## config.mk

```make
export PLATFORM = sky130hd
export DESIGN_NAME = riscv_fetch_stage
export DESIGN_NICKNAME = d
export VERILOG_FILES = /design/src/rtl/riscv_pkg.sv /design/src/rtl/if_id_reg.sv /design/src/rtl/riscv_fetch_stage.sv
export SDC_FILE = /design/constraint.sdc
export NUM_CORES = 1
export LEC_CHECK = 0
export BUFFER_PORTS_ARGS = -buffer_cell sky130_fd_sc_hd__buf_4
export CORE_MARGIN = 4
export CORE_UTILIZATION = 30
export CTS_BUF_LIST = sky130_fd_sc_hd__clkbuf_4 sky130_fd_sc_hd__clkbuf_8 sky130_fd_sc_hd__clkbuf_16
export CTS_CLUSTER_DIAMETER = 50
export CTS_CLUSTER_SIZE = 10
export DETAILED_ROUTE_END_ITERATION = 7
export REMOVE_ABC_BUFFERS = 1
export SYNTH_ARGS = -nofsm -noshare
export SYNTH_HDL_FRONTEND = slang
export SYNTH_HIERARCHICAL = 1
export SYNTH_SLANG_ARGS = --single-unit
```

## constraint.sdc

```tcl
create_clock -name clk -period 2.9 [get_ports clk]
set_input_delay 0.145 -clock clk [delete_from_list [all_inputs] [get_ports clk]]
set_output_delay 0.145 -clock clk [all_outputs]
set_load 0.05 [all_outputs]
```

## src/rtl/riscv_pkg.sv

```systemverilog
// Shared RISC-V pipeline constants for fetch, decode and the hazard unit.
// No logic here; latency and backpressure are defined by the stages that use it.
package riscv_pkg;
    localparam int          XLEN      = 32;
    localparam logic [31:0] RESET_PC  = 32'h0000_0000;
    // addi x0,x0,0
    localparam logic [31:0] NOP_INSTR = 32'h0000_0013;
endpackage

```

## src/rtl/if_id_reg.sv

```systemverilog
// IF/ID pipeline register holding {instr, pc, pc_plus4, valid}; 1-cycle latency.
// en=0 holds the contents (decode stall); clr or rst loads a bubble and wins over en.
module if_id_reg
    import riscv_pkg::*;
#(
    parameter int          W_ADDR = XLEN,
    parameter logic [31:0] BUBBLE = NOP_INSTR
) (
    input  logic              clk,
    input  logic              rst,
    input  logic              en,
    input  logic              clr,
    input  logic [31:0]       ld_instr,
    input  logic [W_ADDR-1:0] ld_pc,
    input  logic [W_ADDR-1:0] ld_pc_plus4,
    output logic [31:0]       instr,
    output logic [W_ADDR-1:0] pc,
    output logic [W_ADDR-1:0] pc_plus4,
    output logic              valid
);

    always_ff @(posedge clk) begin
        if (rst || clr) begin
            instr    <= BUBBLE;
            pc       <= '0;
            pc_plus4 <= '0;
            valid    <= 1'b0;
        end else if (en) begin
            instr    <= ld_instr;
            pc       <= ld_pc;
            pc_plus4 <= ld_pc_plus4;
            valid    <= 1'b1;
        end
    end

endmodule

```

## src/rtl/riscv_fetch_stage.sv

```systemverilog
// Instruction fetch: PC register, next-PC select, IF/ID register and perf counters.
// Fetch-to-decode latency 1 cycle; stallF holds PC, stallD holds IF/ID, redirect/flush override stalls.
module riscv_fetch_stage
    import riscv_pkg::*;
#(
    parameter int          XLEN      = riscv_pkg::XLEN,
    parameter logic [31:0] RESET_PC  = riscv_pkg::RESET_PC,
    parameter logic [31:0] NOP_INSTR = riscv_pkg::NOP_INSTR
) (
    input  logic            clk,
    input  logic            rst,
    input  logic            stallF,
    input  logic            stallD,
    input  logic            flushD,
    input  logic            pc_src_e,
    input  logic [XLEN-1:0] pc_target_e,
    output logic [XLEN-1:0] pcF,
    input  logic [31:0]     instrF,
    output logic [31:0]     instrD,
    output logic [XLEN-1:0] pcD,
    output logic [XLEN-1:0] pc_plus4D,
    output logic            validD,
    output logic [31:0]     fetch_cnt,
    output logic [31:0]     stall_cnt
);

    logic [XLEN-1:0] pc_plus4F;
    logic [XLEN-1:0] pc_next;
    logic            ifid_load;

    // Wraps modulo 2^XLEN by construction.
    assign pc_plus4F = pcF + XLEN'(4);

    // A resolved redirect beats a load-use stall: the stalled instruction is on the wrong path.
    always_comb begin
        pc_next = pc_plus4F;
        if (pc_src_e)
            pc_next = {pc_target_e[XLEN-1:2], 2'b00};
        else if (stallF)
            pc_next = pcF;
    end

    always_ff @(posedge clk) begin
        if (rst)
            pcF <= XLEN'(RESET_PC);
        else
            pcF <= pc_next;
    end

    assign ifid_load = !flushD && !stallD;

    if_id_reg #(
        .W_ADDR (XLEN),
        .BUBBLE (NOP_INSTR)
    ) u_if_id (
        .clk         (clk),
        .rst         (rst),
        .en          (!stallD),
        .clr         (flushD),
        .ld_instr    (instrF),
        .ld_pc       (pcF),
        .ld_pc_plus4 (pc_plus4F),
        .instr       (instrD),
        .pc          (pcD),
        .pc_plus4    (pc_plus4D),
        .valid       (validD)
    );

    always_ff @(posedge clk) begin
        if (rst) begin
            fetch_cnt <= '0;
            stall_cnt <= '0;
        end else begin
            if (ifid_load)
                fetch_cnt <= fetch_cnt + 32'd1;
            if (stallF)
                stall_cnt <= stall_cnt + 32'd1;
        end
    end

endmodule

```

==> impl_metrics.xml <==
<?xml version="1.0" encoding="UTF-8"?>
<metrics>
  <group name="sta">
    <metric name="fin_worst_hold_slack" unit="ns">0.0201</metric>
    <metric name="max_freq" unit="MHz">433</metric>
    <metric name="finalSetupViolations" unit="">0</metric>
    <metric name="finalClockSkew" unit="ns">0.0161</metric>
    <metric name="slew_headroom" unit="">0.547</metric>
    <metric name="finalHoldViolCount" unit="">0</metric>
    <metric name="rsz0062_at_grt" unit="">false</metric>
    <metric name="fin_crit" unit="ns">2.31</metric>
    <metric name="maxSlewViolCount" unit="">0</metric>
    <metric name="worst_slew_pin_slew" unit="ns">0.680</metric>
    <metric name="timing.final.crit_share" unit="">0.797</metric>
  </group>
  <group name="synth">
    <metric name="async_reset_ff_frac" unit="">0</metric>
    <metric name="post_synth_most_frequent_cells" unit="">191 x dfxtp_1, 147 x nor2_1, 98 x mux2i_1</metric>
    <metric name="synth_seq_cells" unit="">191</metric>
    <metric name="synth_cell_types" unit="">50</metric>
    <metric name="post-synth-top-area-fraction" unit="">0.437</metric>
    <metric name="yosysMostFrequentCell" unit="">dfxtp_1</metric>
    <metric name="synth.yosys.seq_area_share" unit="">0.437</metric>
    <metric name="yosys_most_used_dff" unit="">dfxtp_1</metric>
    <metric name="synth_top_area_cell" unit="">dfxtp_1</metric>
    <metric name="synth.avg_cell_area" unit="sq um">9.10</metric>
    <metric name="synth.area.top_cells" unit="">dfxtp_1 44%, mux2i_1 11%, nor2_1 6.3%</metric>
    <metric name="synth_cells" unit="">962</metric>
    <metric name="synth-edff-count" unit="">0</metric>
    <metric name="yosysWarningCount" unit="">6</metric>
    <metric name="synthesis.area" unit="sq um">8760</metric>
  </group>
  <group name="grt">
    <metric name="globalRouteOverflowTotal" unit="">0</metric>
    <metric name="groute.layer.met1.usage" unit="">0.209</metric>
    <metric name="grt_first_pass_wirelength" unit="mm">42.8</metric>
    <metric name="grt_util_met2" unit="">0.272</metric>
    <metric name="grt_start_max_net_pins" unit="">102</metric>
    <metric name="grtUsageTotal" unit="">0.166</metric>
    <metric name="number_of_global_route_vias_before_repair" unit="">7808</metric>
    <metric name="antenna_found_initial" unit="">0</metric>
    <metric name="grt_use_met3" unit="">0.0580</metric>
    <metric name="grt_busiest_layer" unit="">met2</metric>
  </group>
  <group name="setup_path">
    <metric name="critical-path-slowest-cell" unit="">or4_4</metric>
    <metric name="worst-path-buf-inv" unit="">0</metric>
    <metric name="timing.critical_path.cells" unit="">ha_1, nand4_4, or4_4, or3_1, a311oi_1</metric>
    <metric name="timing.critical_path.to_type" unit="">register</metric>
    <metric name="timing.critical_path.required" unit="ns">3.24</metric>
    <metric name="worst_path_dominant_cell_family" unit="">simple AND/OR/NAND/NOR gates</metric>
    <metric name="startpoint_type" unit="">register</metric>
    <metric name="crit_arrival" unit="ns">2.65</metric>
    <metric name="crit_path_max_fanout" unit="">9</metric>
    <metric name="worstSetupPathType" unit="">reg -&gt; reg</metric>
    <metric name="crit_path_max_incr_delay" unit="ns">0.65</metric>
  </group>
  <group name="die">
    <metric name="die_x_extent" unit="um">179</metric>
    <metric name="die_h" unit="um">179</metric>
    <metric name="core_area" unit="sq um">28800</metric>
    <metric name="num_io_pins" unit="">263</metric>
    <metric name="floorplan.die_area" unit="sq um">32000</metric>
    <metric name="row_count" unit="">62</metric>
    <metric name="floorplan.initialDensity" unit="">0.304</metric>
  </group>
  <group name="placed_design">
    <metric name="post-dp-hpwl" unit="mm">18.8</metric>
    <metric name="post_dp_cell_area" unit="sq um">11000</metric>
    <metric name="place.gp.congestion" unit="">0.780</metric>
    <metric name="portBuffers" unit="">258</metric>
  </group>
  <group name="clock_tree">
    <metric name="clk_transition_reported_paths" unit="ns">0.08</metric>
    <metric name="cts_root_buffer" unit="">clkbuf_16</metric>
    <metric name="holdBufCountCts" unit="">62</metric>
    <metric name="cts.htree.levels" unit="">4</metric>
    <metric name="cts_setup_buffers" unit="">0</metric>
    <metric name="worst_skew_pair.late_latency" unit="ns">0.44</metric>
    <metric name="cts_resized" unit="">0</metric>
    <metric name="cts_tree" unit="">built</metric>
    <metric name="cts_made_buffers" unit="">17</metric>
    <metric name="cts_num_sinks" unit="">191</metric>
    <metric name="clk_path_buf_depth" unit="">2</metric>
  </group>
  <group name="pwr">
    <metric name="vdd.ir_drop.worst" unit="mV">0.280</metric>
    <metric name="power.density" unit="nW/um^2">493</metric>
    <metric name="static-leakage-power" unit="nW">5.04</metric>
  </group>
  <group name="route">
    <metric name="route.final.wire_length" unit="mm">27.0</metric>
    <metric name="drcViolationCount" unit="">0</metric>
    <metric name="via_per_inst" unit="">4.93</metric>
    <metric name="drtPass1Iterations" unit="">5</metric>
    <metric name="dr.first_iter.drc_count" unit="">482</metric>
    <metric name="vias" unit="">8141</metric>
    <metric name="detail_route.wl_per_cell" unit="um">16.3</metric>
    <metric name="route.antenna.remaining_nets" unit="">0</metric>
  </group>
  <group name="cells_and_area">
    <metric name="final_instance_area" unit="sq um">12200</metric>
    <metric name="areaGrowthSynthToFinish" unit="%">39.2</metric>
    <metric name="layout-drive-gt1-share" unit="">0.262</metric>
    <metric name="final_stage_net_count" unit="">1327</metric>
  </group>
  <group name="status">
    <metric name="outcome" unit="">completed</metric>
  </group>
  <group name="flow_run">
    <metric name="max-cap-violations" unit="">0</metric>
  </group>
  <group name="min_path">
    <metric name="min_delay_worst_type" unit="">in -&gt; reg</metric>
  </group>
</metrics>
==> layer usage <==
layer	wire (um)	share of wire
met1	11700	0.43
met2	12700	0.47
met3	2290	0.085
met4	332	0.012
met5	0	0
==> worst min-delay path: cells and delay by family <==
family | cells | cell delay (ns)
AOI/OAI and AO/OA | 1 | 0.08
buffers and inverters | 1 | 0.11
and+or+nand+nor | 1 | 0.05
==> cell type report <==
type,count,area (sq um)
clock buffer,17,425
timing repair buffer,337,2710
sequential,191,3820
multi-input combinational,688,4510
inverter,19,76.3
antenna,1,2.50
clock inverter,15,158
fill,2881,16600
tap,384,480
==> registers in the layout, summed over array words and instances (netlist names) <==
name / flops
fetch_cnt: 32
stall_cnt: 32
u_if_id/instr: 32
u_if_id/pc: 32
u_if_id/pc_plus4: 32
pcF: 30
u_if_id/valid: 1
==> power by group <==
group | switching, W | total [W] | internal [W]
clock network | 0.00123 | 0.00240 | 0.00116
registers | 0.0000973 | 0.00279 | 0.00269
logic | 0.000495 | 0.000822 | 0.000326
total | 0.00183 | 0.00601 | 0.00418
==> final timing paths <==
path / from / to / slack [ns] / cells after the start
setup / recovery: pcF[2] / pcF[24] / 0.59 / 5
setup reg to reg: pcF[2] / pcF[24] / 0.59 / 5
hold reg to reg: u_if_id/valid / u_if_id/valid / 0.48 / 2
hold / removal: pc_target_e[26] / pcF[26] / 0.02 / 3
==> cells in the final DEF, fill, tap and decap left out, types with 3 or more instances in the layout <==
cell type      count
dlygate4sd3_1     63
ha_1               3
buf_4            272
xnor2_1           25
nor2_2            10
or3_1             17
mux2i_1           98
inv_6              6
nand2_1           39
nand3_1           26
nor4_1             8
nand4_1           37
nor2_1           147
clkbuf_16         17
a2111oi_0          3
a211oi_1          13
and4_1            14
a21oi_1           44
or4_1             33
o21ai_0           21
or2_2              5
or4_4              3
nand3b_1           3
a221oi_1           4
nor2b_1            3
nor3_1            21
conb_1             6
inv_1             18
a311oi_1           7
and3_1             5
inv_8              5
xor2_1            40
o31ai_1           28
dfxtp_1          191
nor3b_1            5
==> cell families (layout without fill, tap and decap cells) <==
logic type / Yosys count / count (layout) / share of synthesized area
simple gates: 390 / 390 / 0.238
flops: 191 / 191 / 0.437
compound gates: 124 / 124 / 0.0899
mux: 100 / 100 / 0.115
buf+inv: 88 / 388 / 0.0510
xor+xnor: 65 / 65 / 0.0650
fa+ha+maj: 3 / 3 / 0.00429
other cells: 1 / 7 / 0.000428
==> stage by stage <==
step                      cells   util  setup WS (ns)  TNS, ns  power, W
after floorplan             898      -         -0.515   -49.22   0.00331
after global placement     1556  0.381          0.607        0   0.00360
after detailed placement   1556  0.381          0.592        0   0.00360
after CTS                  1650  0.423          0.567        0   0.00609
after global routing       1651  0.423          0.397        0   0.00625
final                      1652  0.423          0.589        0   0.00601
(Power assumes the default switching activity.)
